$ cat config.mk
export PLATFORM = sky130hd
export DESIGN_NAME = seg_scan_decoder
export DESIGN_NICKNAME = d
export VERILOG_FILES = /design/src/rtl/seg_scan_decoder.sv
export SDC_FILE = /design/constraint.sdc
export NUM_CORES = 1
export LEC_CHECK = 0
export ABC_AREA = 1
export BUFFER_PORTS_ARGS = -buffer_cell sky130_fd_sc_hd__buf_2
export CAP_MARGIN = 0
export CORE_MARGIN = 10
export CORE_UTILIZATION = 50
export DETAILED_ROUTE_END_ITERATION = 10
export GPL_TIMING_DRIVEN = 0
export PLACE_DENSITY_LB_ADDON = 0.25
export SYNTH_ARGS = -nofsm -noshare
export SYNTH_HDL_FRONTEND = slang
export SYNTH_SLANG_ARGS = --single-unit
$ cat constraint.sdc
create_clock -name clock -period 2.7 [get_ports clock]
set_input_delay 0 -clock clock [delete_from_list [all_inputs] [get_ports clock]]
set_output_delay 0 -clock clock [all_outputs]
set_load 0.05 [all_outputs]
$ cat src/rtl/seg_scan_decoder.sv
// Receive side of a multiplexed active-low 7-segment bus. Each settled digit strobe is
// decoded into a shadow slot; a full set of slots is published as one coherent frame.

module seg_scan_slot (
    input  logic       clock,
    input  logic       reset,
    input  logic       wr,
    input  logic       clr,
    input  logic [3:0] code_in,
    input  logic       dp_in,
    output logic [3:0] code,
    output logic       dp_lit,
    output logic       hit
);
    always_ff @(posedge clock) begin
        if (reset) begin
            code   <= 4'h0;
            dp_lit <= 1'b0;
            hit    <= 1'b0;
        end else if (wr) begin
            code   <= code_in;
            dp_lit <= dp_in;
            hit    <= 1'b1;
        end else if (clr) begin
            hit    <= 1'b0;
        end
    end
endmodule

module seg_scan_decoder #(
    parameter int NUM_DIGITS = 4,
    parameter int SETTLE     = 4,
    parameter int TO_W       = 20
) (
    input  logic                    clock,
    input  logic                    reset,
    input  logic [7:0]              an,
    input  logic [6:0]              seg,
    input  logic                    dp,
    output logic [4*NUM_DIGITS-1:0] digits,
    output logic [NUM_DIGITS-1:0]   dps,
    output logic [6:0]              value,
    output logic                    value_valid,
    output logic                    frame_valid,
    output logic                    seg_err,
    output logic                    an_err,
    output logic                    stale
);
    localparam int SW = $clog2(SETTLE);
    localparam logic [7:0] DIG_MASK = 8'((1 << NUM_DIGITS) - 1);

    typedef enum logic {S_WAIT, S_HELD} state_t;
    typedef struct packed {
        logic [3:0] code;
        logic       dp_lit;
    } cap_t;

    logic [7:0] an_r, an_p;
    logic [6:0] seg_r, seg_p;
    logic       dp_r, dp_p;

    logic [7:0] an_low;
    logic       an_same, seg_same, bus_same;
    logic       one_low, multi_low, dig_ok, settled, capture, publish;
    logic [SW-1:0] stab_cnt;
    state_t     state, state_nx;
    cap_t       cap;

    logic [NUM_DIGITS-1:0][3:0] shadow, digits_q;
    logic [NUM_DIGITS-1:0]      shadow_dp, mask;
    logic [TO_W-1:0]            to_cnt;

    logic [3:0] d0, d1;
    logic       bcd_ok;
    logic [6:0] value_c;

    always_ff @(posedge clock) begin
        if (reset) begin
            an_r  <= 8'hFF;
            an_p  <= 8'hFF;
            seg_r <= 7'h7F;
            seg_p <= 7'h7F;
            dp_r  <= 1'b1;
            dp_p  <= 1'b1;
        end else begin
            an_r  <= an;
            an_p  <= an_r;
            seg_r <= seg;
            seg_p <= seg_r;
            dp_r  <= dp;
            dp_p  <= dp_r;
        end
    end

    assign an_same   = (an_r == an_p);
    assign seg_same  = (seg_r == seg_p);
    assign bus_same  = an_same && seg_same && (dp_r == dp_p);
    assign an_low    = ~an_r;
    assign multi_low = (an_low & (an_low - 8'd1)) != 8'd0;
    assign one_low   = (an_low != 8'd0) && !multi_low;
    assign dig_ok    = one_low && ((an_low & ~DIG_MASK) == 8'd0);
    // the increment that would take stab_cnt to SETTLE-1 is the capture point
    assign settled   = bus_same && (stab_cnt == SW'(SETTLE - 2));
    assign publish   = &mask;

    always_comb begin
        cap.dp_lit = ~dp_r;
        case (seg_r)
            7'b1000000: cap.code = 4'h0;
            7'b1111001: cap.code = 4'h1;
            7'b0100100: cap.code = 4'h2;
            7'b0110000: cap.code = 4'h3;
            7'b0011001: cap.code = 4'h4;
            7'b0010010: cap.code = 4'h5;
            7'b0000010: cap.code = 4'h6;
            7'b1111000: cap.code = 4'h7;
            7'b0000000: cap.code = 4'h8;
            7'b0010000: cap.code = 4'h9;
            7'b0111111: cap.code = 4'hA;
            7'b1111111: cap.code = 4'hB;
            default:    cap.code = 4'hE;
        endcase
    end

    always_ff @(posedge clock) begin
        if (reset) state <= S_WAIT;
        else       state <= state_nx;
    end

    always_comb begin
        state_nx = state;
        case (state)
            S_WAIT: if (capture) state_nx = S_HELD;
            S_HELD: if (!an_same || !seg_same) state_nx = S_WAIT;
            default: state_nx = S_WAIT;
        endcase
    end

    always_comb begin
        capture = 1'b0;
        if (state == S_WAIT && settled && dig_ok) capture = 1'b1;
    end

    // held state parks the counter so a return to WAIT always restarts from zero
    always_ff @(posedge clock) begin
        if (reset || !bus_same || state == S_HELD) stab_cnt <= '0;
        else if (stab_cnt != SW'(SETTLE - 1))       stab_cnt <= stab_cnt + SW'(1);
    end

    for (genvar i = 0; i < NUM_DIGITS; i++) begin : g_slot
        seg_scan_slot u_slot (
            .clock   (clock),
            .reset   (reset),
            .wr      (capture && an_low[i]),
            .clr     (publish),
            .code_in (cap.code),
            .dp_in   (cap.dp_lit),
            .code    (shadow[i]),
            .dp_lit  (shadow_dp[i]),
            .hit     (mask[i])
        );
    end

    assign d0      = shadow[0];
    assign d1      = shadow[1];
    assign bcd_ok  = (d0 <= 4'd9) && (d1 <= 4'd9);
    assign value_c = bcd_ok ? (7'(d1) * 7'd10 + 7'(d0)) : 7'd0;

    always_ff @(posedge clock) begin
        if (reset) begin
            digits_q    <= '0;
            dps         <= '0;
            value       <= 7'd0;
            value_valid <= 1'b0;
            frame_valid <= 1'b0;
            seg_err     <= 1'b0;
            an_err      <= 1'b0;
            to_cnt      <= '0;
            stale       <= 1'b0;
        end else begin
            frame_valid <= publish;
            seg_err     <= capture && (cap.code == 4'hE);
            an_err      <= multi_low && !an_same;
            if (publish) begin
                digits_q    <= shadow;
                dps         <= shadow_dp;
                value       <= value_c;
                value_valid <= bcd_ok;
                to_cnt      <= '0;
                stale       <= 1'b0;
            end else if (to_cnt != '1) begin
                to_cnt <= to_cnt + TO_W'(1);
            end else begin
                stale <= 1'b1;
            end
        end
    end

    assign digits = digits_q;
endmodule

Word level (Yosys, flattened, before mapping)
Cells that the tools add are included.
{ "totals": {"register_bits": 111, "inputBits": 18, "wordCells": 103} }
{ "classes": {"addsub": 4, "multipliers": 1, "magnitude_cmp": 2, "n_eq_ne": 18, "mux": 11, "bitwise_logic": 4, "n_reduce_logical": 31} }
{ "op_table": {"columns": ["op", "n"], "rows": [
  ["one-hot mux 4 bit (12 select lines)", 1],
  ["equality test 7 bit (second input constant)", 4],
  ["equality test 7 x 5 -> 1 bit (second input constant)", 3],
  ["equality test 7 x 6 -> 1 bit (second input constant)", 3],
  ["adder 20 x 1 -> 20 bit (second input constant)", 1],
  ["inequality test 20 bit (second input constant)", 1],
  ["nonzero test 8 bit", 2],
  ["logical AND 1 bit", 14],
  ["AND 8 bit", 1],
  ["equality test 8 bit", 1],
  ["less-or-equal comparator 4 bit (second input constant)", 2],
  ["zero test 8 bit", 1],
  ["2-to-1 mux 1 bit", 8],
  ["NOT 8 bit", 1],
  ["nonzero test 2 bit", 4],
  ["subtractor 8 x 1 -> 8 bit (second input constant)", 1],
  ["adder 7 x 4 -> 7 bit", 1],
  ["equality test 7 x 2 -> 1 bit (second input constant)", 1],
  ["equality test 7 bit", 1],
  ["zero test 7 bit", 1],
  ["2-to-1 mux 7 bit", 1],
  ["multiplier 4 x 3 -> 6 bit (second input constant)", 1],
  ["equality test 4 bit (second input constant)", 1],
  ["zero test 1 bit", 4],
  ["9 further kinds", 12]
]} }

Longest topological paths before layout
{ "logic_depth": {"depth_word": 11, "depth_mapped": 13, "depth_no_buf": 12} }

Modules after synthesis
A second synthesis with hierarchy kept.
{ "hier_totals": {"cells_unflattened": 592, "area_unflattened_um2": 4687.0} }
{ "by_module_without_submodules": {"columns": ["module", "instances", "cells_each", "area_each_um2", "seq_area_each_um2"], "rows": [
  ["seg_scan_decoder", 1, 488, 3861.2, 1741.7],
  ["seg_scan_slot", 4, 26, 206.4, 120.1]
]} }

Worst setup path before layout
OpenSTA, ideal clock, no wires.
{ "synth_timing": {"kind": "reg-to-reg", "startpoint": "register g_slot[1].u_slot.code[1]", "endpoint": "register value[6]", "arrival_time_ps": 1625, "t_required_ps": 2578, "path_slack_ps": 953, "stages_incl_launch_ff": 8, "cell_sequence": "dfxtp_1 > ha_1 > ha_1 > inv_1 > fa_1 > nor2_1 > xor2_1 > o21ai_0"} }
{ "synth_via": {"elab_chain_cells": 3, "word_cells_on_any_way": 5, "classes_between": "add/sub: 1; mul: 1; order compare: 1; mux: 1; reduce/logical: 1"} }
{ "synth_rtl": {"columns": ["item", "line", "source"], "rows": [
  ["start: declaration", "11", "output logic [3:0] code,"],
  ["start signal: assignment", "21", "code <= code_in;"],
  ["multiplier 4 x 3 -> 6 bit or less-or-equal comparator 4 bit (tied branches)", "167, 166", null],
  ["adder 7 x 4 -> 7 bit or logical AND 1 bit (tied branches)", "167, 166", null],
  ["2-to-1 mux 7 bit *", "167", "assign value_c = bcd_ok ? (7'(d1) * 7'd10 + 7'(d0)) : 7'd0;"],
  ["end signal: assignment", "187", "value <= value_c;"],
  ["end: declaration", "42", "output logic [6:0] value,"]
]} }
Mark *: on every way between the ends. The rest lies on a longest branch, timed or not.
A chain may end at the register's enable or synchronous reset.

Final worst setup path
{ "layout_timing": {"startpoint": "register to_cnt[0]", "endpoint": "register to_cnt[9]"} }
{ "layout_via": {"elab_chain_cells": 1, "word_cells_on_any_way": 2, "classes_between": "add/sub: 1; eq/ne: 1"} }
{ "layout_rtl": {"columns": ["item", "line", "source"], "rows": [
  ["start: declaration", "71", "logic [TO_W-1:0] to_cnt;"],
  ["start signal: assignment", "192", "to_cnt <= to_cnt + TO_W'(1);"],
  ["adder 20 x 1 -> 20 bit or inequality test 20 bit (tied branches)", "192, 191", null]
]} }
Several ways; a longest one is shown, not always the timed one.

==> impl_metrics.ini <==
[sta]
finalHoldViolations = 0
max_freq_mhz = 519
finalWorstSetupSlack_ns = 0.775
final_max_slew_viol_count = 0
rsz0062_at_grt = no
setup_viol = 0
clock_skew_ns = 0.00875
setup-tns-final_ns = 0
post-route-min-period_ns = 1.93
fin_crit_sh = 0.713
tightest_slew_ns = 0.642
timing.slew.headroom = 0.571

[synthesis]
yosysWarningCount = 0
synth_edf_count = 0
synth_area_per_cell_um2 = 7.38
synthXorXnorAreaFrac = 0.0256
synth_compound_area_frac = 0.0765
synth_fp_nets = 679
synth_top_family_by_area = simple AND/OR/NAND/NOR gates
synth-async-reset-ratio = 0
synth.ff_latch_count = 111
postSynthCellCount = 650
synth.area.mux_share = 0
yosysSeqAreaShare = 0.463
synthAdderAreaFrac = 0.0318
netlist_area_um2 = 4790
ys.flop_type = dfxtp_1
synthSimpleGateAreaFrac = 0.315
yosysUniqueCellTypes = 36

[worst_setup_path]
critical_path.max_stage_delay_ns = 0.39
crit_slowest_cell = dfxtp_1
crit_path_cell_trace = ha_1 > nand3_1 > nor3_2 > nand2_1 > nor2_2 > nand2_2 > nand2_1 > xor2_1 > nor2_1
path_common_cell = nand2_1
worst_setup_path_end_kind = flop
criticalPathCategory = reg2reg
crit_fanout = 8
path_buf_inv = 0
cp_top_family = simple AND/OR/NAND/NOR gates
startpoint = to_cnt[0]$_SDFFE_PP0P_
critPathLaunchType = flop
rr_startpoint = to_cnt[0]$_SDFFE_PP0P_
critPathArrivalTime_ns = 2.19
required_ns = 2.97

[route]
drt_iter0_drc = 214
drt-wirelength-per-cell_um = 11.9
wirelength_um = 10200
firstDrtPassIters = 6
via_count = 4138
ant_nets = 0
route.detailed.drc = 0
vias_per_cell = 4.79

[power_and_ir_drop]
power.switching_uw = 723
p_comb_frac = 0.068
seqPwrFrac = 0.600
leakagePower_nw = 2.74
peakVddDrop_v = 0.000352
p_int_mw = 2.09
swShare = 0.257
powerDensity_nw_per_um2 = 505
pwr-share-clk = 0.332

[layout]
diodes = 0
layout_common_cells = nand2_1 (184), dfxtp_1 (111), nor2_1 (87)
layout_commonest_cell = nand2_1
fillers = 858
nets = 758
area_growth_pct = 16.2
drive_above_1_share = 0.166

[floorplan]
floorplan.initialDensity = 0.516
fp.dieH_um = 118
coreArea_um2 = 9280
die_area_um2 = 13900
dieWidth_um = 118
rows = 35
io_pins = 50

[grt]
grt_pass1_vias = 4030
grt_pass1_wl_um = 17600
grt.total_usage = 0.147
grt_max_degree = 20
antenna_found_initial = 0
grt_overflow = 0

[clock_network]
htree_levels = 3
numCtsBuffers = 9
clock-sinks = 111
cts_tree = yes
cts-root-buf = clkbuf_8
postCtsSetupBuffers = 0
clk_pin_slew_ns = 0.11
clk_latency_ns = 0.38
clockBufferDepth = 2

[hold_path]
hp-start = reset
hold_class = in2reg

[place]
dpl_worst_slack_ns = 0.811
dpl.hpwl_um = 7660
portBuffers = 49
place.gp.congestion = 0.867

[outcome]
status = finished, final reports clean

[flow_run]
maxCapViolations = 0
-- registers in the layout, indices dropped and copies added (netlist names), 2 cells and up --
register	cells
seg_r	7
value	7
an_r	8
to_cnt	20
g_slot.u_slot.hit	4
digits	16
g_slot.u_slot.code	16
g_slot.u_slot.dp_lit	4
dps	4
an_p	8
stab_cnt	2
seg_p	7
-- path summary, 6_finish.rpt --
check                        endpoint  slack, ns  depth (start not counted)
max            to_cnt[9]$_SDFFE_PP0P_       0.77                          9
min            frame_valid$_SDFF_PP0_       0.03                          2
max reg2reg    to_cnt[9]$_SDFFE_PP0P_       0.77                          9
min reg2reg  value_valid$_SDFFE_PP0P_       0.45                          2
-- layout make-up --
| cell class | count | area [um2] | area share |
|---|---|---|---|
| clock buffers | 9 | 124 | 0.0222 |
| repair buffers | 68 | 435 | 0.0782 |
| plain buffers | 17 | 109 | 0.0195 |
| inverters | 83 | 312 | 0.0559 |
| multi-input cells | 439 | 2150 | 0.386 |
| flip-flops and latches | 111 | 2220 | 0.399 |
| clock inverters | 7 | 55.1 | 0.00988 |
| well taps | 129 | 161 | 0.0290 |
-- synthesized netlist by cell type, drive strengths merged, types with 4 or more instances --
library cell	instances	area, um2
dfxtp	111	2220
inv	83	312
nand4	10	62.6
or2	22	138
xnor2	4	35.0
a21oi	17	85.1
nor2	93	388
xor2	10	87.6
nor3	10	55.1
clkbuf	9	33.8
buf	8	75.1
nand2	186	703
ha	9	113
o21ai	38	194
nand3	25	150
-- metrics by stage --
step,hold slack (ns),instance area [um2],instances,util,total power [mW]
after global routing,0.0347,5570,863,0.600,2.92
after floorplan,0.104,4790,650,-,1.84
after CTS,0.0223,5570,863,0.600,2.83
after detailed placement,0.185,5200,828,0.560,1.90
after global placement,0.182,5200,828,0.560,1.89
final,0.0322,5570,863,0.600,2.81
-- kinds of logic after synthesis --
| group | Yosys count |
|---|---|
| buffers and inverters | 100 |
| flip-flops | 111 |
| AND/OR/NAND/NOR | 348 |
| AO/OA/AOI/OAI | 66 |
| XOR/XNOR | 14 |
| adder cells (fa/ha/maj) | 11 |
-- power by group through the flow --
stage / registers, mW / logic [mW] / clock network [mW]
final: 1.69 / 0.191 / 0.933
after global routing: 1.69 / 0.216 / 1.01
after CTS: 1.69 / 0.192 / 0.951
after detailed placement: 1.73 / 0.171 / 0
after global placement: 1.72 / 0.167 / 0
after floorplan: 1.73 / 0.118 / 0
-- routing by layer --
metal	wire (um)	track usage	share of wire
met5	0	0	0
met4	168	0.0587	0.016
met3	474	0.0302	0.046
met2	4840	0.253	0.47
met1	4750	0.175	0.46
-- timing repair --
action                                 in CTS  in global routing
hold buffers                               19                  0
endpoints found under the hold margin      16                  0
resized for setup                           0                  0
Power figures use the tool's default switching activity.
